$ cat config.mk
export PLATFORM = sky130hd
export DESIGN_NAME = instruction_fetch
export DESIGN_NICKNAME = d
export VERILOG_FILES = /design/src/rtl/instruction_fetch_pkg.sv /design/src/rtl/instruction_fetch_pc.sv /design/src/rtl/instruction_fetch.sv
export SDC_FILE = /design/constraint.sdc
export NUM_CORES = 1
export LEC_CHECK = 0
export BUFFER_PORTS_ARGS = -buffer_cell sky130_fd_sc_hd__buf_2
export CAP_MARGIN = 5
export CORE_MARGIN = 4
export CORE_UTILIZATION = 49
export CTS_BUF_LIST = sky130_fd_sc_hd__clkbuf_4 sky130_fd_sc_hd__clkbuf_8
export DETAILED_ROUTE_END_ITERATION = 6
export HOLD_SLACK_MARGIN = 0.06
export PLACE_DENSITY = 0.75
export SYNTH_ARGS = -nofsm -noshare
export SYNTH_HDL_FRONTEND = slang
export SYNTH_SLANG_ARGS = --single-unit
$ cat constraint.sdc
create_clock -name clk -period 2.5 [get_ports clk]
set_input_delay 0.5 -clock clk [delete_from_list [all_inputs] [get_ports clk]]
set_output_delay 0.5 -clock clk [all_outputs]
set_load 0.05 [all_outputs]
$ cat src/rtl/instruction_fetch_pkg.sv
// Shared BIP definitions for the fetch stage: instruction field widths,
// default address/counter widths and the opcode map (HLT..SUBI). The same
// opcode values are used by instruction_decoder.
package instruction_fetch_pkg;

  localparam int BIP_OPCODE_LENGTH  = 5;
  localparam int BIP_OPERAND_LENGTH = 11;
  localparam int BIP_PC_LENGTH      = 11;
  localparam int BIP_CNT_LENGTH     = 32;

  // Instruction layout: opcode in instr[15:11], operand in instr[10:0].
  localparam int BIP_OPCODE_MSB  = 15;
  localparam int BIP_OPCODE_LSB  = 11;
  localparam int BIP_OPERAND_MSB = 10;

  localparam logic [4:0] OP_HLT  = 5'b00000;
  localparam logic [4:0] OP_STO  = 5'b00001;
  localparam logic [4:0] OP_LD   = 5'b00010;
  localparam logic [4:0] OP_LDI  = 5'b00011;
  localparam logic [4:0] OP_ADD  = 5'b00100;
  localparam logic [4:0] OP_ADDI = 5'b00101;
  localparam logic [4:0] OP_SUB  = 5'b00110;
  localparam logic [4:0] OP_SUBI = 5'b00111;

endpackage

$ cat src/rtl/instruction_fetch_pc.sv
// program_counter: PC_LENGTH-bit program counter register.
// Ports:
//   clk    in   clock, rising edge
//   reset  in   asynchronous active-high reset (pc -> 0)
//   clear  in   synchronous clear to 0 (run start), has priority over incr
//   incr   in   advance pc by one; wraps from all-ones to 0 silently
//   pc     out  current program counter
module program_counter #(
  parameter int PC_LENGTH = 11
) (
  input  logic                 clk,
  input  logic                 reset,
  input  logic                 clear,
  input  logic                 incr,
  output logic [PC_LENGTH-1:0] pc
);

  always_ff @(posedge clk or posedge reset) begin
    if (reset) begin
      pc <= '0;
    end else if (clear) begin
      pc <= '0;
    end else if (incr) begin
      pc <= pc + PC_LENGTH'(1);
    end
  end

endmodule

$ cat src/rtl/instruction_fetch.sv
// instruction_fetch: producer side of the opcode interface. Fetches 16-bit
// instructions from synchronous program memory and presents opcode/operand
// to instruction_decoder, advancing the PC on the decoder's WrPC. Stops on
// HLT and reports the number of clocks executed for the results stage.
// Ports:
//   clk, reset   clock (rising edge), asynchronous active-high reset
//   start        run request, honoured only in IDLE/HALTED
//   mem_rdata    program memory read data, valid one clock after mem_rd
//   wr_pc        WrPC from instruction_decoder, sampled only in EXEC
//   mem_addr     program memory address (the PC)
//   mem_rd       program memory read strobe (high in FETCH only)
//   opcode       instruction opcode field to the decoder
//   operand      instruction operand field to the datapath
//   instr_valid  opcode/operand belong to the instruction executing now
//   halted       HLT executed, core stopped
//   cycle_count  clocks from run start to HLT inclusive, saturating
//   dbgState     current FSM state (IDLE=0 FETCH=1 LATCH=2 EXEC=3 HALTED=4)
module instruction_fetch
  import instruction_fetch_pkg::*;
#(
  parameter int OPCODE_LENGTH  = BIP_OPCODE_LENGTH,
  parameter int OPERAND_LENGTH = BIP_OPERAND_LENGTH,
  parameter int PC_LENGTH      = BIP_PC_LENGTH,
  parameter int CNT_LENGTH     = BIP_CNT_LENGTH
) (
  input  logic                                    clk,
  input  logic                                    reset,
  input  logic                                    start,
  input  logic [OPCODE_LENGTH+OPERAND_LENGTH-1:0] mem_rdata,
  input  logic                                    wr_pc,
  output logic [PC_LENGTH-1:0]                    mem_addr,
  output logic                                    mem_rd,
  output logic [OPCODE_LENGTH-1:0]                opcode,
  output logic [OPERAND_LENGTH-1:0]               operand,
  output logic                                    instr_valid,
  output logic                                    halted,
  output logic [CNT_LENGTH-1:0]                   cycle_count,
  output logic [2:0]                              dbgState
);

  localparam int INSTR_LENGTH = OPCODE_LENGTH + OPERAND_LENGTH;

  localparam logic [2:0] ST_IDLE   = 3'd0;
  localparam logic [2:0] ST_FETCH  = 3'd1;
  localparam logic [2:0] ST_LATCH  = 3'd2;
  localparam logic [2:0] ST_EXEC   = 3'd3;
  localparam logic [2:0] ST_HALTED = 3'd4;

  logic [2:0]              state;
  logic [2:0]              nextState;
  logic [INSTR_LENGTH-1:0] ir;
  logic [PC_LENGTH-1:0]    pc;
  logic                    pcClear;
  logic                    pcIncr;
  logic                    isHalt;
  logic                    running;

  // Opcode/operand are plain slices of the instruction register, so they
  // hold the last fetched word outside EXEC.
  // Interface contract: instr_valid is high for exactly the one EXEC clock of
  // each instruction; the decoder answers in that same clock with wr_pc=1 to
  // advance the PC or wr_pc=0 to have the same word fetched again. wr_pc is
  // ignored in every other state and on HLT.
  assign opcode   = ir[INSTR_LENGTH-1 -: OPCODE_LENGTH];
  assign operand  = ir[OPERAND_LENGTH-1:0];
  assign isHalt   = (opcode == OPCODE_LENGTH'(OP_HLT));
  assign running  = (state == ST_FETCH) || (state == ST_LATCH) || (state == ST_EXEC);
  assign mem_addr = pc;
  assign dbgState = state;

  always_comb begin
    nextState = state;
    pcClear   = 1'b0;
    pcIncr    = 1'b0;
    case (state)
      ST_IDLE, ST_HALTED: begin
        if (start) begin
          nextState = ST_FETCH;
          pcClear   = 1'b1;
        end
      end
      ST_FETCH: nextState = ST_LATCH;
      ST_LATCH: nextState = ST_EXEC;
      ST_EXEC: begin
        if (isHalt) begin
          nextState = ST_HALTED;
        end else begin
          nextState = ST_FETCH;
          pcIncr    = wr_pc;
        end
      end
      default: nextState = ST_IDLE;
    endcase
  end

  program_counter #(
    .PC_LENGTH(PC_LENGTH)
  ) u_pc (
    .clk  (clk),
    .reset(reset),
    .clear(pcClear),
    .incr (pcIncr),
    .pc   (pc)
  );

  // State-qualified outputs are registered from nextState so they line up
  // with the state they describe without any combinational output path.
  always_ff @(posedge clk or posedge reset) begin
    if (reset) begin
      state       <= ST_IDLE;
      ir          <= '0;
      mem_rd      <= 1'b0;
      instr_valid <= 1'b0;
      halted      <= 1'b0;
    end else begin
      state       <= nextState;
      mem_rd      <= (nextState == ST_FETCH);
      instr_valid <= (nextState == ST_EXEC);
      halted      <= (nextState == ST_HALTED);
      if (state == ST_LATCH) begin
        ir <= mem_rdata;
      end
    end
  end

  // Counts every FETCH/LATCH/EXEC clock (including the HLT EXEC), frozen
  // while idle or halted, and sticks at all-ones instead of wrapping.
  always_ff @(posedge clk or posedge reset) begin
    if (reset) begin
      cycle_count <= '0;
    end else if (pcClear) begin
      cycle_count <= '0;
    end else if (running && (cycle_count != {CNT_LENGTH{1'b1}})) begin
      cycle_count <= cycle_count + CNT_LENGTH'(1);
    end
  end

endmodule
==> qor.txt, run 1 <==
Port-buffer cells: 84
final hold vios: 0
final setup violation count: 0
post-synth cell types: 51
GPL Wtd Cong: 0.783
Worst setup SP type: flip-flop
Final ANT Viol Nets: 0
drt initial violations: 125
Arr. time, crit path: 2.49 ns
layout cell share with drive strength beyond 1: 37.6%
Avg Synthesized Cell Area: 10.8 um^2
EDFF count, synth: 0
vias after detailed routing: 2663
CTS H-tree depth: 3
Die H: 89.1 um
max incr delay on CP: 0.64 ns
Tmin final: 2.26 ns
Syn Inst Count: 297
largest net degree at the start of global routing: 39
post-synth top area cell: dfrtp_1
final WL: 7520 um
Slew HR: 45.8%
Least-Margin Pin Slew: 0.810 ns
area of the core: 6350 um^2
maximum clock path buffer count: 2
worst r2r src: cycle_count[13]
CTS clock-pin slew for the worst setup and hold paths: 0.08 ns
final net count: 413
most frequent cells in the layout: 84 x buf_2, 64 x dfrtp_1, 25 x nor2_1
root buffer cell: clkbuf_8
Die W: 89.1 um
max frequency: 442 MHz
status: completed
Synth Register Bits: 65
CP endpoint: cycle_count[20]
slowest CP cell: or4_4
Synth Flop Type: dfrtp_1
Pleak: 1.92 nW
most common cell after layout, fill and taps aside: buf_2
drt drc: 0
max_cap viols: 0
first-pass GRT wire length: 12300 um
CTS Sinks: 65
CTS tree: yes
dominant cells by area after synthesis: dfrtp_1 50%, mux2_2 5.6%, nand3_1 3.1%
R2R Path End: cycle_count[20]
crit path from: cycle_count[13]
vias per cell: 5.63
row cnt: 29
initial antenna violation count: 0
CTS buffer count: 9
GRT Residual Overflow: 0
# diodes: 0
Clk Latency, worst-skew pair: 0.35 ns
GRT Overall Usage: 20.1%
unrepaired setup endpoints after global routing: no
drt wl/cell: 15.9 um
P&R area growth vs syn: 22.6%
Worst Setup End Kind: flip-flop
hold slack: 0.224 ns
synthesized area: 3220 um^2
Die ar.: 7940 um^2
worst-path cell chain: nand4_4 > or4_4 > o31ai_4 > buf_12 > nor3_1 > a211o_1
CP Max Fanout: 19
Initial DRT Pass Iterations: 5
Mapped Nets: 319
Setup CP Type: reg -> reg
Final Util: 62.2%
HP Class: in -> async
peak supply drop: 0.920 mV
reg-to-reg slack, setup: 0.24 ns
asr flop ratio synth: 100%
final worst clock skew: 0.0116 ns
Yosys top cell area share: 50.5%
Critical Path RT: 2.73 ns
fin crit share: 90.5%
Post-DP HPWL: 5400 um
io pins: 85
setup tns final: 0 ns
cells on worst reg2reg path: 6
Final Max Slew Viols: 0
post-synthesis sequential area ratio: 50.5%
pwr dens: 1120 nW/um^2
vias in the first global route: 2554
initial core utilization: 50.7%
yosys warns: 0
-- routing by layer --
metal,wire (um),GRT usage [%],vias to the layer above
met3,368,4.61,7
met4,73,6.77,0
met2,3760,32.9,69
met5,0,0,-
met1,3320,26.5,1287
li1,-,-,1300
-- worst min-delay path by stage --
stage / slack, ns / endpoint / cells after the start
after global placement: 0.48 / ir[9] / 1
after CTS: 0.23 / u_pc.pc[5] / 2
after floorplan: 0.62 / ir[11] / 2
final: 0.22 / u_pc.pc[5] / 2
after global routing: 0.26 / u_pc.pc[5] / 2
after detailed placement: 0.49 / ir[7] / 1
-- cells in the mapped netlist, types with 2 or more instances --
library cell and count:
a21oi_2 3, nor3_1 7, nor4_1 5, o211ai_1 6, or3_2 2, nand3_1 20
xnor2_1 7, o2111ai_1 2, nor2_1 26, and2_1 3, xor2_1 11, dfrtp_1 65
a21oi_1 5, clkbuf_1 7, o31ai_1 6, buf_6 2, o31a_2 2, nor4_2 2
a31oi_1 2, and4_1 4, nand2_1 18, mux2i_1 5, mux2_2 16, or4_2 2
or3_1 4, and3_1 10, o21ai_0 7, ha_1 2, nand4_1 11, inv_1 6
a211o_1 4, nor3b_1 2, o21a_1 5
-- metrics by stage --
stage	worst slack, ns	cells	cell area [um^2]	power, mW
2_1_floorplan	0.00617	297	3220	3.14
3_3_place_gp	0.251	457	3770	3.59
3_5_place_dp	0.219	457	3770	3.64
4_1_cts	0.215	473	3940	4.46
5_1_grt	0.101	473	3950	4.70
6_report	0.238	473	3950	4.42
-- power by group --
group	internal, mW	switching, mW	total (mW)
clock network	0.368	0.448	0.816
registers	1.30	0.239	1.54
logic	0.591	1.47	2.06
-- worst max-delay path, delay by kind of cell (launching register included) --
kind	cells	cell delay (ns)
compound gates	2	0.63
buf+inv	1	0.19
flops	1	0.45
simple gates	3	0.87
-- flip-flops by register name, indices dropped and copies added (netlist names) --
signal and count:
dbgState 3, u_pc.pc 11, halted 1, cycle_count 32
mem_rd 1, ir 16, instr_valid 1
-- area by class of cell --
cell class / count / area (um^2)
flip-flops and latches: 65 / 1630
clock inverters: 7 / 53.8
clock buffers: 9 / 124
repair buffers: 94 / 520
fillers: 540 / 2400
well taps: 77 / 96.3
inverters: 6 / 22.5
multi-input cells: 215 / 1510
-- kinds of logic after synthesis --
| group | count (synthesis) | synth area share [%] |
|---|---|---|
| mux | 21 | 7.15 |
| fa+ha+maj | 2 | 0.777 |
| buf+inv | 17 | 2.99 |
| flops | 65 | 50.5 |
| compound gates | 52 | 12.5 |
| simple gates | 122 | 21.2 |
| xor+xnor | 18 | 4.89 |
-- timing repair --
| item | in CTS | in global routing |
|---|---|---|
| hold buffers | 0 | 0 |
| setup endpoints to repair | 0 | 6 |
| gates resized for setup | 0 | 2 |
| setup buffers | 0 | 0 |
Power figures use the tool's default switching activity.
==> run 2, diff against run 1 <==
Settings changed: BUFFER_PORTS_ARGS -buffer_cell sky130_fd_sc_hd__buf_2 to -buffer_cell sky130_fd_sc_hd__buf_4.
==> run 2 against run 1 <==
Worst setup slack got worse by 0.0016 ns. First-iteration DRC count decreased by 22%. Critical path depth increased by 1. Sequential share of layout area decreased by 2.4 points. Design area increased by 6.2%. Routed wire length increased by 4.6%. Combinational power increased by 9.7%. Non-clock buffer count increased by 3. Largest power group unchanged. Highest routed layer unchanged.
==> qor.txt, run 2 (synthesis results as in run 1) <==
row cnt: 29 (unchanged)
status: completed
Top reg by flops: cycle_count
maximum clock path buffer count: 2 (unchanged)
initial core utilization: 50.7% (unchanged)
Least-Margin Pin Slew: 0.583 ns (-0.227 ns)
Die ar.: 7940 um^2 (unchanged)
Final ANT Viol Nets: 0 (unchanged)
largest net degree at the start of global routing: 59 (+51%)
dpl ws: 0.253 ns (+0.0344 ns)
Final Max Slew Viols: 0 (unchanged)
hold slack: 0.375 ns (+0.150 ns)
gr busiest metal: met2
root buffer cell: clkbuf_8
area of the core: 6350 um^2 (unchanged)
Port-buffer cells: 84 (unchanged)
Worst Setup End Kind: flip-flop
setup tns final: 0 ns (unchanged)
final std cell area, no fill: 4200 um^2 (+6.2%)
max incr delay on CP: 0.44 ns (-0.20 ns)
worst-path cell chain: ha_1 > nand4_1 > nor3_1 > a31oi_1 > buf_4 > nor2_1 > mux2_2
Total Power: 4.68 mW (+5.9%)
final net count: 416 (+0.73%)
final worst clock skew: 0.00577 ns (-0.00583 ns)
M3 GR Usage: 4.61% (unchanged)
drt wl/cell: 16.5 um (+3.9%)
P&R area growth vs syn: 30.2%
setup bufs post-CTS: 0 (unchanged)
io pins: 85 (unchanged)
GRT Residual Overflow: 0 (unchanged)
first-pass GRT wire length: 12800 um (+3.6%)
slowest CP cell: dfrtp_1
CP Max Fanout: 11 (-8)
Post-DP HPWL: 5580 um (+3.2%)
# diodes: 0 (unchanged)
most common cell after layout, fill and taps aside: buf_4
# fillers: 514 (-4.8%)
GRT Overall Usage: 20.9% (+0.72 points)
unrepaired setup endpoints after global routing: no
Non-Filler Instances: 476 (+0.63%)
placed cell areas: 3990 um^2 (+6.0%)
GPL Wtd Cong: 0.779 (-0.51%)
Placed Cells: 459 (+0.44%)
Die W: 89.1 um (unchanged)
Critical Path RT: 2.78 ns (+0.05 ns)
initial antenna violation count: 0 (unchanged)
CTS buffer count: 9 (unchanged)
Initial DRT Pass Iterations: 4 (-1)
max_cap viols: 0 (unchanged)
Die H: 89.1 um (unchanged)
Final Util: 66.1% (+3.8 points)
max FFs per register: 32 (unchanged)
Setup CP Type: reg -> reg
Top Registers: cycle_count x32, ir x16, u_pc.pc x11
final WL: 7860 um (+4.6%)
Pleak: 1.97 nW (+2.6%)
final hold vios: 0 (unchanged)
peak supply drop: 0.945 mV (+2.7%)
CTS H-tree depth: 3 (unchanged)
Tmin final: 2.26 ns (+0.00160 ns)
max frequency: 442 MHz (about the same)
fin crit share: 90.5% (about the same)
vias in the first global route: 2695 (+5.5%)
drt drc: 0 (unchanged)
CTS tree: yes
met1 Usage GRT: 27.1% (+0.60 points)
pwr dens: 1120 nW/um^2 (-0.25%)
area occupied by multi-input gates: 1500 um^2 (-0.50%)
Final Worst Setup Slack: 0.236 ns (-0.00160 ns)
Worst setup SP type: flip-flop
CTS clock-pin slew for the worst setup and hold paths: 0.07 ns (about the same)
CTS Sinks: 65 (unchanged)
vias after detailed routing: 2732 (+2.6%)
Clk Latency, worst-skew pair: 0.34 ns (about the same)
vias per cell: 5.74 (+1.9%)
FF+latch area: 1630 um^2 (unchanged)
Slew HR: 61.0% (+15 points)
drt initial violations: 97 (-22%)
Arr. time, crit path: 2.54 ns (+0.05 ns)
final setup violation count: 0 (unchanged)
HP Class: in -> reg
layout cell share with drive strength beyond 1: 37.3% (-0.28 points)
met2 usage: 34.2% (+1.3 points)
most frequent cells in the layout: 94 x buf_4, 64 x dfrtp_1, 26 x nor2_1
## run 2: repair_timing
item / in CTS / in global routing
hold buffers: 1 / 0
resized for setup: 0 / 0
endpoints found under the hold margin: 7 / 0
setup endpoints to repair: 0 / 0
## run 2: worst max-delay path, delay by kind of cell, from the launching register on
family / cells / cell delay [ns]
AO/OA/AOI/OAI: 1 / 0.15
multiplexers: 1 / 0.24
AND/OR/NAND/NOR: 3 / 0.93
flip-flops: 1 / 0.44
buffers and inverters: 1 / 0.21
adder cells (fa/ha/maj): 1 / 0.23
## run 2: layout make-up
cell class                 instances  area share (%)
sequential                        65            38.8
multi-input combinational        215            35.7
timing repair buffer              97            18.0
clock buffer                       9            2.95
tap                               77            2.30
clock inverter                     7            1.67
inverter                           6           0.537
## run 2: where the power goes
part | switching [mW] | total [mW] | leakage, nW | internal [mW]
Clock | 0.427 | 0.887 | 0.0994 | 0.460
Combinational | 1.51 | 2.26 | 1.02 | 0.758
Sequential | 0.229 | 1.53 | 0.855 | 1.31
## run 2: layer usage
layer  wire length, um  vias to the layer above  part of all wire, %
li1                  -                     1300                    -
met1              3340                     1341                   42
met2              3950                       82                   50
met3               459                        9                  5.8
met4               109                        0                  1.4
met5                 0                        -                    0
## run 2: final timing paths
check,startpoint,cells after the start,to,slack (ns)
max,cycle_count[0],7,cycle_count[0],0.24
min,mem_rdata[11],3,ir[11],0.37
max reg2reg,cycle_count[0],7,cycle_count[0],0.24
min reg2reg,ir[7],1,ir[7],0.51
max in group asynchronous,reset,4,cycle_count[11],1.30
min in group asynchronous,reset,3,u_pc.pc[7],0.63
